--- src/rtl/vxbar_pkg.sv ---
// Shared types and constants for the vector-core crossbar sequencer.
package vxbar_pkg;

  localparam int NUM_OUT = 20;
  localparam int NUM_IN  = 16;
  localparam int SEL_W   = 4;

  localparam int CFG_W  = NUM_OUT * (SEL_W + 1);
  localparam int MASK_W = NUM_OUT * NUM_IN;
  localparam int REP_W  = 4;

  // One output's routing choice: enable plus input select.
  typedef struct packed {
    logic             en;
    logic [SEL_W-1:0] sel;
  } route_sel_t;

  // Compressed route entry; element i occupies bits [5i+4:5i].
  typedef route_sel_t [NUM_OUT-1:0] route_entry_t;

  typedef enum logic {
    IDLE,
    RUN
  } state_t;

endpackage

--- src/rtl/vxbar_sel_decode.sv ---
// Expands a compressed route entry into the one-hot-per-output crossbar mask.
module vxbar_sel_decode
  import vxbar_pkg::*;
(
  input  route_entry_t      entry,
  output logic [MASK_W-1:0] mask
);

  // Each enabled output sets exactly one bit within its NUM_IN-wide slice.
  always_comb begin
    // NOTE: the default assignment ahead of the loop keeps every mask bit driven on all paths, so no latch is inferred.
    mask = '0;
    for (int i = 0; i < NUM_OUT; i++) begin
      if (entry[i].en) begin
        mask[i*NUM_IN +: NUM_IN] = NUM_IN'(1) << entry[i].sel;
      end
    end
  end

endmodule

--- src/rtl/vector_xbar_ctrl.sv ---
// Route-table sequencer for the vector-core crossbar: stores compressed route
// entries and replays a window of them as expanded bitmasks over valid/ready.
// Optional feature macro: VXBAR_CTRL_REPEAT_EN adds start_rep (window replays).
module vector_xbar_ctrl
  import vxbar_pkg::*;
#(
  parameter int DEPTH = 8,
  parameter int PTR_W = 3
) (
  input  logic              clk,
  input  logic              rst,
  input  logic              cfg_we,
  input  logic [PTR_W-1:0]  cfg_addr,
  input  logic [CFG_W-1:0]  cfg_wdata,
  input  logic              start,
  input  logic [PTR_W-1:0]  start_base,
  input  logic [PTR_W:0]    start_len,
`ifdef VXBAR_CTRL_REPEAT_EN
  input  logic [REP_W-1:0]  start_rep,
`endif
  input  logic              abort,
  output logic              busy,
  output logic              done,
  output logic              mask_valid,
  input  logic              mask_ready,
  output logic [MASK_W-1:0] routing_bitmask,
  output logic [PTR_W-1:0]  mask_idx
);

  localparam logic [PTR_W:0] LEN_ONE = (PTR_W+1)'(1);

  route_entry_t       route_tab [DEPTH];
  state_t             state;
  logic [PTR_W-1:0]   base_q;
  logic [PTR_W:0]     len_q;
  logic [PTR_W:0]     remaining;
  logic [REP_W-1:0]   rep_q;
  logic [REP_W-1:0]   rep_in;
  logic [PTR_W-1:0]   rd_addr;
  logic [MASK_W-1:0]  rd_mask;

`ifdef VXBAR_CTRL_REPEAT_EN
  assign rep_in = start_rep;
`else
  assign rep_in = '0;
`endif

  // Route table: written from the control path in any state.
  always_ff @(posedge clk or posedge rst) begin
    // NOTE: the table is flop-based and must come out of reset with every output disabled, so it is cleared here rather than left uninitialised like a RAM.
    if (rst) begin
      for (int a = 0; a < DEPTH; a++) route_tab[a] <= '0;
    end else if (cfg_we) begin
      route_tab[cfg_addr] <= route_entry_t'(cfg_wdata);
    end
  end

  // Next entry to load: base on start or at a pass boundary, otherwise idx+1.
  always_comb begin
    rd_addr = start_base;
    if (state == RUN) begin
      rd_addr = (remaining == LEN_ONE) ? base_q : PTR_W'(mask_idx + 1'b1);
    end
  end

  vxbar_sel_decode u_decode (
    .entry (route_tab[rd_addr]),
    .mask  (rd_mask)
  );

  assign busy = (state == RUN);

  // Sequencer FSM with registered mask, index, valid and done.
  always_ff @(posedge clk or posedge rst) begin
    if (rst) begin
      state           <= IDLE;
      base_q          <= '0;
      len_q           <= '0;
      remaining       <= '0;
      rep_q           <= '0;
      done            <= 1'b0;
      mask_valid      <= 1'b0;
      routing_bitmask <= '0;
      mask_idx        <= '0;
    end else begin
      // NOTE: all state here uses non-blocking assignment so every register samples pre-edge values regardless of statement order.
      done <= 1'b0;
      case (state)
        IDLE: begin
          if (start) begin
            if (start_len == '0) begin
              done <= 1'b1;
            end else begin
              state           <= RUN;
              base_q          <= start_base;
              len_q           <= start_len;
              remaining       <= start_len;
              rep_q           <= rep_in;
              mask_valid      <= 1'b1;
              routing_bitmask <= rd_mask;
              mask_idx        <= start_base;
            end
          end
        end
        RUN: begin
          if (abort) begin
            state      <= IDLE;
            mask_valid <= 1'b0;
          end else if (mask_ready) begin
            if (remaining > LEN_ONE || rep_q != '0) begin
              if (remaining > LEN_ONE) begin
                remaining <= remaining - LEN_ONE;
              end else begin
                remaining <= len_q;
                rep_q     <= rep_q - 1'b1;
              end
              routing_bitmask <= rd_mask;
              mask_idx        <= rd_addr;
            end else begin
              state      <= IDLE;
              mask_valid <= 1'b0;
              done       <= 1'b1;
            end
          end
        end
        default: state <= IDLE;
      endcase
    end
  end

endmodule

--- config.mk ---
export PLATFORM = sky130hd
export DESIGN_NAME = vector_xbar_ctrl
export DESIGN_NICKNAME = d
export VERILOG_FILES = /design/src/rtl/vxbar_pkg.sv /design/src/rtl/vxbar_sel_decode.sv /design/src/rtl/vector_xbar_ctrl.sv
export SDC_FILE = /design/constraint.sdc
export NUM_CORES = 2
export LEC_CHECK = 0
export BUFFER_PORTS_ARGS = -buffer_cell sky130_fd_sc_hd__buf_2
export CAP_MARGIN = 20
export CORE_AREA = 2 2 326 328
export CTS_CLUSTER_DIAMETER = 80
export CTS_CLUSTER_SIZE = 25
export DETAILED_ROUTE_END_ITERATION = 8
export DIE_AREA = 0 0 328 330
export PLACE_DENSITY = 0.75
export SLEW_MARGIN = 10
export SYNTH_ARGS = -nofsm -noshare
export SYNTH_HDL_FRONTEND = slang
export SYNTH_SLANG_ARGS = --single-unit
--- constraint.sdc ---
create_clock -name clk -period 34.6 [get_ports clk]
set_clock_uncertainty 0.2 [all_clocks]
set_input_delay 3.46 -clock clk [delete_from_list [all_inputs] [get_ports clk]]
set_output_delay 3.46 -clock clk [all_outputs]
set_load 0.01 [all_outputs]
# Word level (Yosys, flattened, before mapping)
# Cells that the tools add are included.
[totals] ff_bits=1141 in_bits=116 output_inout_bits=326 elab_cells=449
[classes] addsub=3 order_cmp=4 n_eq_ne=9 shifts=20 muxes=72 bitwise=4 n_reduce_logical=8
[ops] op="320-bit two-way mux" n=5
[ops] op="800-bit bitwise mux" n=1
[ops] op="320-bit one-hot mux with 2 select lines" n=1
[ops] op="16-bit two-way mux" n=20
[ops] op="1-bit by 4-bit << shifter with 16-bit output, first input constant" n=20
[ops] op="100-bit binary-select mux with 3-bit select" n=1
[ops] op="100-bit demux with 3-bit select" n=1
[ops] op="100-bit two-way mux" n=3
[ops] op="4-bit two-way mux" n=12
[ops] op="3-bit two-way mux" n=7
[ops] op="4-bit one-hot mux with 2 select lines" n=2
[ops] op="1-bit two-way mux" n=15
[ops] op="2-bit != test, second input constant" n=5
[ops] op="4-bit >= comparator, second input constant" n=2
[ops] op="3-bit NOT with 4-bit output" n=2
[ops] op="4-bit by 1-bit subtractor with 4-bit output, second input constant" n=2
[ops] op="3-bit != test, second input constant" n=2
[ops] op="1-bit one-hot mux with 2 select lines" n=3
[ops] op="3-bit one-hot mux with 2 select lines" n=1
[ops] op="6-bit AND reduction" n=1
[ops] op="5-bit AND reduction" n=1
[ops] op="4-bit by 1-bit == test with 1-bit output, second input constant" n=1
[ops] op="4-bit by 1-bit > comparator with 1-bit output, second input constant" n=1
[ops] op="4-bit logical NOT" n=1
[ops] op="other kinds (9)" n=10

# Longest topological paths before layout
[logic_depth] depth_word=13 depth_mapped=15 ltp_nobuf=9

# By module
# From an unflattened synthesis, not the netlist that was laid out.
[unflattened] hier_cells=4612 area_unflattened_um2=53089.7
[by_module_without_submodules] module="vector_xbar_ctrl" n_inst=1 cells_per_inst=4152 area_per_inst_um2=50734.9 seq_area_each_um2=28552.4
[by_module_without_submodules] module="vxbar_sel_decode" n_inst=1 cells_per_inst=460 area_per_inst_um2=2354.8 seq_area_each_um2=0.0

# Worst setup path before layout
# Ideal clock, no wire load.
[synth_path] path_type="input-to-reg" start="in start_base[0]" end="reg routing_bitmask[157]" t_arrival_ns=5.403 path_slack_ns=28.876 stages=8 path_cell_list="or2_1 -> buf_2 -> nand2_2 -> buf_2 -> mux4_2 -> mux2i_1 -> nor2_1 -> a22o_1"
[synth_between] elab_chain_cells=11
[synth_rtl] item="from (decl)" line_no="vector_xbar_ctrl.sv:16" text="input logic [PTR_W-1:0] start_base,"
[synth_rtl] item="3-bit two-way mux (*)" line_no="vector_xbar_ctrl.sv:61" text="if (state == RUN) begin"
[synth_rtl] item="3-bit NOT with 4-bit output (implied by the code) (*)" line_no="vector_xbar_ctrl.sv:67" text=".entry (route_tab[rd_addr]),"
[synth_rtl] item="100-bit binary-select mux with 3-bit select (*)" line_no="vector_xbar_ctrl.sv:67"
[synth_rtl] item="100-bit two-way mux (implied by the code) (*) (2 in a row)" line_no="vector_xbar_ctrl.sv:67"
[synth_rtl] item="1-bit by 4-bit << shifter with 16-bit output" line_no="vxbar_sel_decode.sv:15" text="mask[i*NUM_IN +: NUM_IN] = NUM_IN'(1) << entry[i].sel;"
[synth_rtl] item="16-bit two-way mux (*)" line_no="vxbar_sel_decode.sv:14" text="if (entry[i].en) begin"
[synth_rtl] item="320-bit two-way mux" line_no="vector_xbar_ctrl.sv:110" text="if (remaining > LEN_ONE || rep_q != '0) begin"
[synth_rtl] item="320-bit two-way mux" line_no="vector_xbar_ctrl.sv:109" text="end else if (mask_ready) begin"
[synth_rtl] item="320-bit two-way mux" line_no="vector_xbar_ctrl.sv:106" text="if (abort) begin"
[synth_rtl] item="320-bit one-hot mux with 2 select lines (*)" line_no="vector_xbar_ctrl.sv:88" text="case (state)"
[synth_rtl] item="to (signal assigned)" line_no="vector_xbar_ctrl.sv:100" text="routing_bitmask <= rd_mask;"
[synth_rtl] item="to (signal assigned)" line_no="vector_xbar_ctrl.sv:117" text="routing_bitmask <= rd_mask;"
[synth_rtl] item="to (decl)" line_no="vector_xbar_ctrl.sv:26" text="output logic [MASK_W-1:0] routing_bitmask,"
# Mark *: on every way between the ends. The rest lies on a longest branch, timed or not. The select of a mux whose other input is x is not followed.
# A chain may end at the register's enable or synchronous reset.

==> flow_results.xml <==
<?xml version="1.0" encoding="UTF-8"?>
<metrics>
  <group name="status">
    <metric name="outcome" unit="">completed</metric>
  </group>
  <group name="setup_path">
    <metric name="timing.setup.critical_path_class" unit="">primary input to async pin</metric>
    <metric name="crit_path_start_kind" unit="">primary input</metric>
    <metric name="critPathArrivalTime" unit="ns">9.07</metric>
    <metric name="crit_path_max_fanout" unit="">80</metric>
    <metric name="critPathRequiredTime" unit="ns">35.12</metric>
    <metric name="endpoint_kind" unit="">async pin</metric>
  </group>
  <group name="clocking">
    <metric name="clk_root_buffer_cell" unit="">clkbuf_16</metric>
    <metric name="ctsHtreeMaxLevel" unit="">2</metric>
    <metric name="cts_max_path_buffers" unit="">3</metric>
    <metric name="post-cts-setup-buffers" unit="">0</metric>
    <metric name="cts_hold_buf" unit="">0</metric>
    <metric name="numCtsBuffers" unit="">55</metric>
    <metric name="tritoncts" unit="">done</metric>
    <metric name="tritoncts_num_sinks" unit="">1141</metric>
    <metric name="count_of_instances_resized_after_the_clock_tree_is_built" unit="">0</metric>
    <metric name="clk_pin_slew_worst_setup_hold_paths" unit="ns">0.10</metric>
    <metric name="worstSkewPairLatency" unit="ns">0.70</metric>
  </group>
  <group name="drt">
    <metric name="post_drt_via_cell_ratio" unit="">6.29</metric>
    <metric name="firstDrtPassIters" unit="">5</metric>
    <metric name="route.detailed.wl_per_inst" unit="um">25.0</metric>
    <metric name="detailedRoute.firstIterationViolations" unit="">3173</metric>
    <metric name="routed-via-count" unit="">35900</metric>
    <metric name="remaining_drc_errors" unit="">0</metric>
    <metric name="antenna_violating_nets_post_route" unit="">0</metric>
    <metric name="wirelength" unit="um">142000</metric>
  </group>
  <group name="yosys">
    <metric name="synth_area_leaders" unit="">dfrtp_1, mux2_2, mux2i_1</metric>
    <metric name="synth_area" unit="um2">52100</metric>
    <metric name="netlist_instances" unit="">4020</metric>
    <metric name="synth_edf_count" unit="">0</metric>
    <metric name="synthesis.nets" unit="">4140</metric>
    <metric name="yosys_register_bits" unit="">1141</metric>
    <metric name="sequential_share_of_the_synthesized_area" unit="%">54.8</metric>
    <metric name="ys_async_sr_fraction" unit="%">100</metric>
    <metric name="syn-mean-instance-area" unit="um2">13.0</metric>
    <metric name="number_of_unique_standard_cell_types_used_by_synthesis" unit="">78</metric>
    <metric name="synth_area_leader_cell" unit="">dfrtp_1</metric>
    <metric name="synth_top_flop_cell" unit="">dfrtp_1</metric>
    <metric name="synthDominantCellAreaShare" unit="%">54.8</metric>
    <metric name="yosysWarningCount" unit="">0</metric>
  </group>
  <group name="place">
    <metric name="dp_worst_setup_slack" unit="ns">24.99</metric>
    <metric name="dp.final_hpwl" unit="um">86300</metric>
    <metric name="io_buffers" unit="">441</metric>
    <metric name="gp_routability_congestion" unit="">0.818</metric>
  </group>
  <group name="power">
    <metric name="worst_vdd_rail_ir_drop" unit="V">0.0000535</metric>
    <metric name="internal-power" unit="mW">2.73</metric>
    <metric name="cellLeakagePower" unit="nW">25.1</metric>
    <metric name="p_comb_share" unit="%">43.1</metric>
    <metric name="pwr_density_cell" unit="nW/um2">80.4</metric>
    <metric name="clock_power_share" unit="%">16.5</metric>
    <metric name="share_seq_of_total_power" unit="%">40.3</metric>
    <metric name="p_switching" unit="mW">1.85</metric>
    <metric name="p_sw_share" unit="%">40.3</metric>
  </group>
  <group name="global_routing">
    <metric name="antenna_found_initial" unit="">48</metric>
    <metric name="first_global_vias" unit="">35300</metric>
    <metric name="global_route.usage.total" unit="%">25.7</metric>
    <metric name="grt_first_pass_wirelength" unit="um">216000</metric>
    <metric name="overflow" unit="">0</metric>
    <metric name="grt_start_max_net_pins" unit="">195</metric>
  </group>
  <group name="floorplan">
    <metric name="fp.dieW" unit="um">328</metric>
    <metric name="placeableCoreArea" unit="um2">105000</metric>
    <metric name="initial_core_util" unit="%">49.7</metric>
    <metric name="boundaryPins" unit="">442</metric>
    <metric name="die_h" unit="um">330</metric>
    <metric name="core.rowCount" unit="">119</metric>
    <metric name="area_enclosed_by_the_die_boundary" unit="um2">108000</metric>
  </group>
  <group name="sta">
    <metric name="tightestPinTransition" unit="ns">1.29</metric>
    <metric name="min_period_over_period" unit="%">24.7</metric>
    <metric name="report.final.slew_viol_count" unit="">0</metric>
    <metric name="finalSetupViolCount" unit="">0</metric>
    <metric name="slew-limit-headroom" unit="%">13.7</metric>
    <metric name="layout_setup_ws" unit="ns">26.05</metric>
    <metric name="grt_setup_unrepaired" unit="">false</metric>
    <metric name="layout_min_cycle_time" unit="ns">8.55</metric>
    <metric name="max_clk_rate" unit="MHz">117</metric>
    <metric name="final.setup.tns" unit="ns">0</metric>
    <metric name="final_hold_vio_count" unit="">0</metric>
  </group>
  <group name="final_layout">
    <metric name="post-route-util" unit="%">54.4</metric>
    <metric name="area_delta_synth_final" unit="%">9.40</metric>
    <metric name="design.final.nets" unit="">4392</metric>
    <metric name="final_layout_size_suffix_gt1_share" unit="%">36.0</metric>
  </group>
  <group name="hold_path">
    <metric name="holdCritPathClass" unit="">register to register</metric>
  </group>
  <group name="run">
    <metric name="drv.max_cap_violation_count" unit="">0</metric>
  </group>
</metrics>
==> cells by family (layout without fill, tap and decap cells) <==
logic type / after synthesis / in the layout / share of synthesized area [%]
buf+inv: 318 / 591 / 2.88
fa+ha+maj: 4 / 4 / 0.0961
flops: 1141 / 1141 / 54.8
xor+xnor: 3 / 3 / 0.0505
compound gates: 868 / 868 / 13.0
mux: 1031 / 1031 / 22.9
other cells: 0 / 15 / 0
simple gates: 655 / 655 / 6.26
==> power groups by stage <==
stage / Clock (mW) / Sequential (mW) / Combinational [mW]
floorplan: 0 / 1.88 / 1.34
global route: 0.820 / 1.88 / 2.12
finish: 0.757 / 1.85 / 1.97
global placement: 0 / 1.85 / 1.92
CTS: 0.771 / 1.84 / 1.96
detailed placement: 0 / 1.87 / 1.96
==> cell type report <==
type	instances	area [um2]
diodes	15	37.5
clock buffers	63	1420
clock inverters	15	210
fillers	8732	47700
inverters	8	33.8
multi-input cells	2561	22100
flip-flops and latches	1141	28600
well taps	1391	1740
repair buffers	505	2830
==> layout by cell type (no fill, tap or decap), types with 8 or more instances in the layout <==
| cell | count |
|---|---|
| dfrtp_1 | 1140 |
| mux2_2 | 836 |
| buf_2 | 441 |
| nand2_1 | 316 |
| o21ai_0 | 190 |
| mux2i_1 | 149 |
| o31ai_1 | 127 |
| a32o_1 | 112 |
| nand3_1 | 98 |
| a22o_1 | 84 |
| and3_1 | 68 |
| a32oi_1 | 60 |
| clkbuf_16 | 55 |
| buf_4 | 53 |
| mux4_2 | 41 |
| a21boi_0 | 35 |
| a21oi_1 | 30 |
| nand2b_1 | 30 |
| nor2b_1 | 27 |
| o211ai_1 | 27 |
| o22ai_1 | 26 |
| nor2_1 | 25 |
| a211oi_1 | 25 |
| o21ai_1 | 24 |
| a221oi_2 | 22 |
| o32ai_1 | 22 |
| diode_2 | 15 |
| a221o_1 | 15 |
| and2_1 | 15 |
| o2111ai_1 | 15 |
| nand3b_1 | 12 |
| or2_2 | 10 |
| nor3b_2 | 9 |
| nand4_1 | 8 |
| buf_12 | 8 |
==> sequential cells by signal, indices dropped and copies added, names as in the netlist <==
| name | cells |
|---|---|
| route_tab | 800 |
| routing_bitmask | 320 |
| len_q | 4 |
| remaining | 4 |
| rep_q | 4 |
| base_q | 3 |
| mask_idx | 3 |
| busy | 1 |
| done | 1 |
| mask_valid | 1 |
==> synthesized netlist by cell type, types with 24 or more instances <==
cell,count
nor2b_1,27
a22o_1,84
a21boi_0,35
nand2_1,317
o22ai_1,26
buf_4,28
and3_1,68
mux4_2,41
a32oi_1,60
nor2_1,25
mux2_2,836
buf_2,66
o31ai_1,127
nand2b_1,30
clkbuf_1,192
a32o_1,113
a211oi_1,25
a21oi_1,30
nand3_1,99
dfrtp_1,1141
mux2i_1,149
o21ai_0,190
o21ai_1,24
o211ai_1,27
==> final timing paths <==
kind	slack [ns]	start	end	depth (start not counted)
max	26.05	rst	route_tab[38]	8
min in group asynchronous	2.63	rst	routing_bitmask[51]	2
min	0.28	routing_bitmask[48]	routing_bitmask[48]	2
max in group clk	27.43	start_base[0]	routing_bitmask[210]	8
min reg2reg	0.28	routing_bitmask[48]	routing_bitmask[48]	2
max reg2reg	28.82	remaining[0]	routing_bitmask[210]	11
==> per-stage QoR <==
stage	instance area, um2	instances	total power, mW	hold WS, ns
floorplan	52100	4020	3.22	0.246
global placement	55200	5601	3.77	0.257
detailed placement	55200	5601	3.82	0.262
CTS	56800	5679	4.57	0.283
global route	56900	5692	4.82	0.298
finish	57000	5699	4.58	0.280
==> layer usage <==
| metal | track usage (%) | routed length (um) |
|---|---|---|
| met1 | 35.2 | 59900 |
| met4 | 8.28 | 3970 |
| met2 | 40.9 | 67400 |
| met5 | 0 | 350 |
| met3 | 5.66 | 10700 |
==> critical path: stages <==
cell and delay (ns):
buf_2 0.11, clkinvlp_4 0.42, buf_4 0.80, buf_4 0.86, buf_4 0.82, buf_4 0.69
buf_4 0.88, buf_4 0.83
Note: power is estimated with default switching activity, not from simulation.
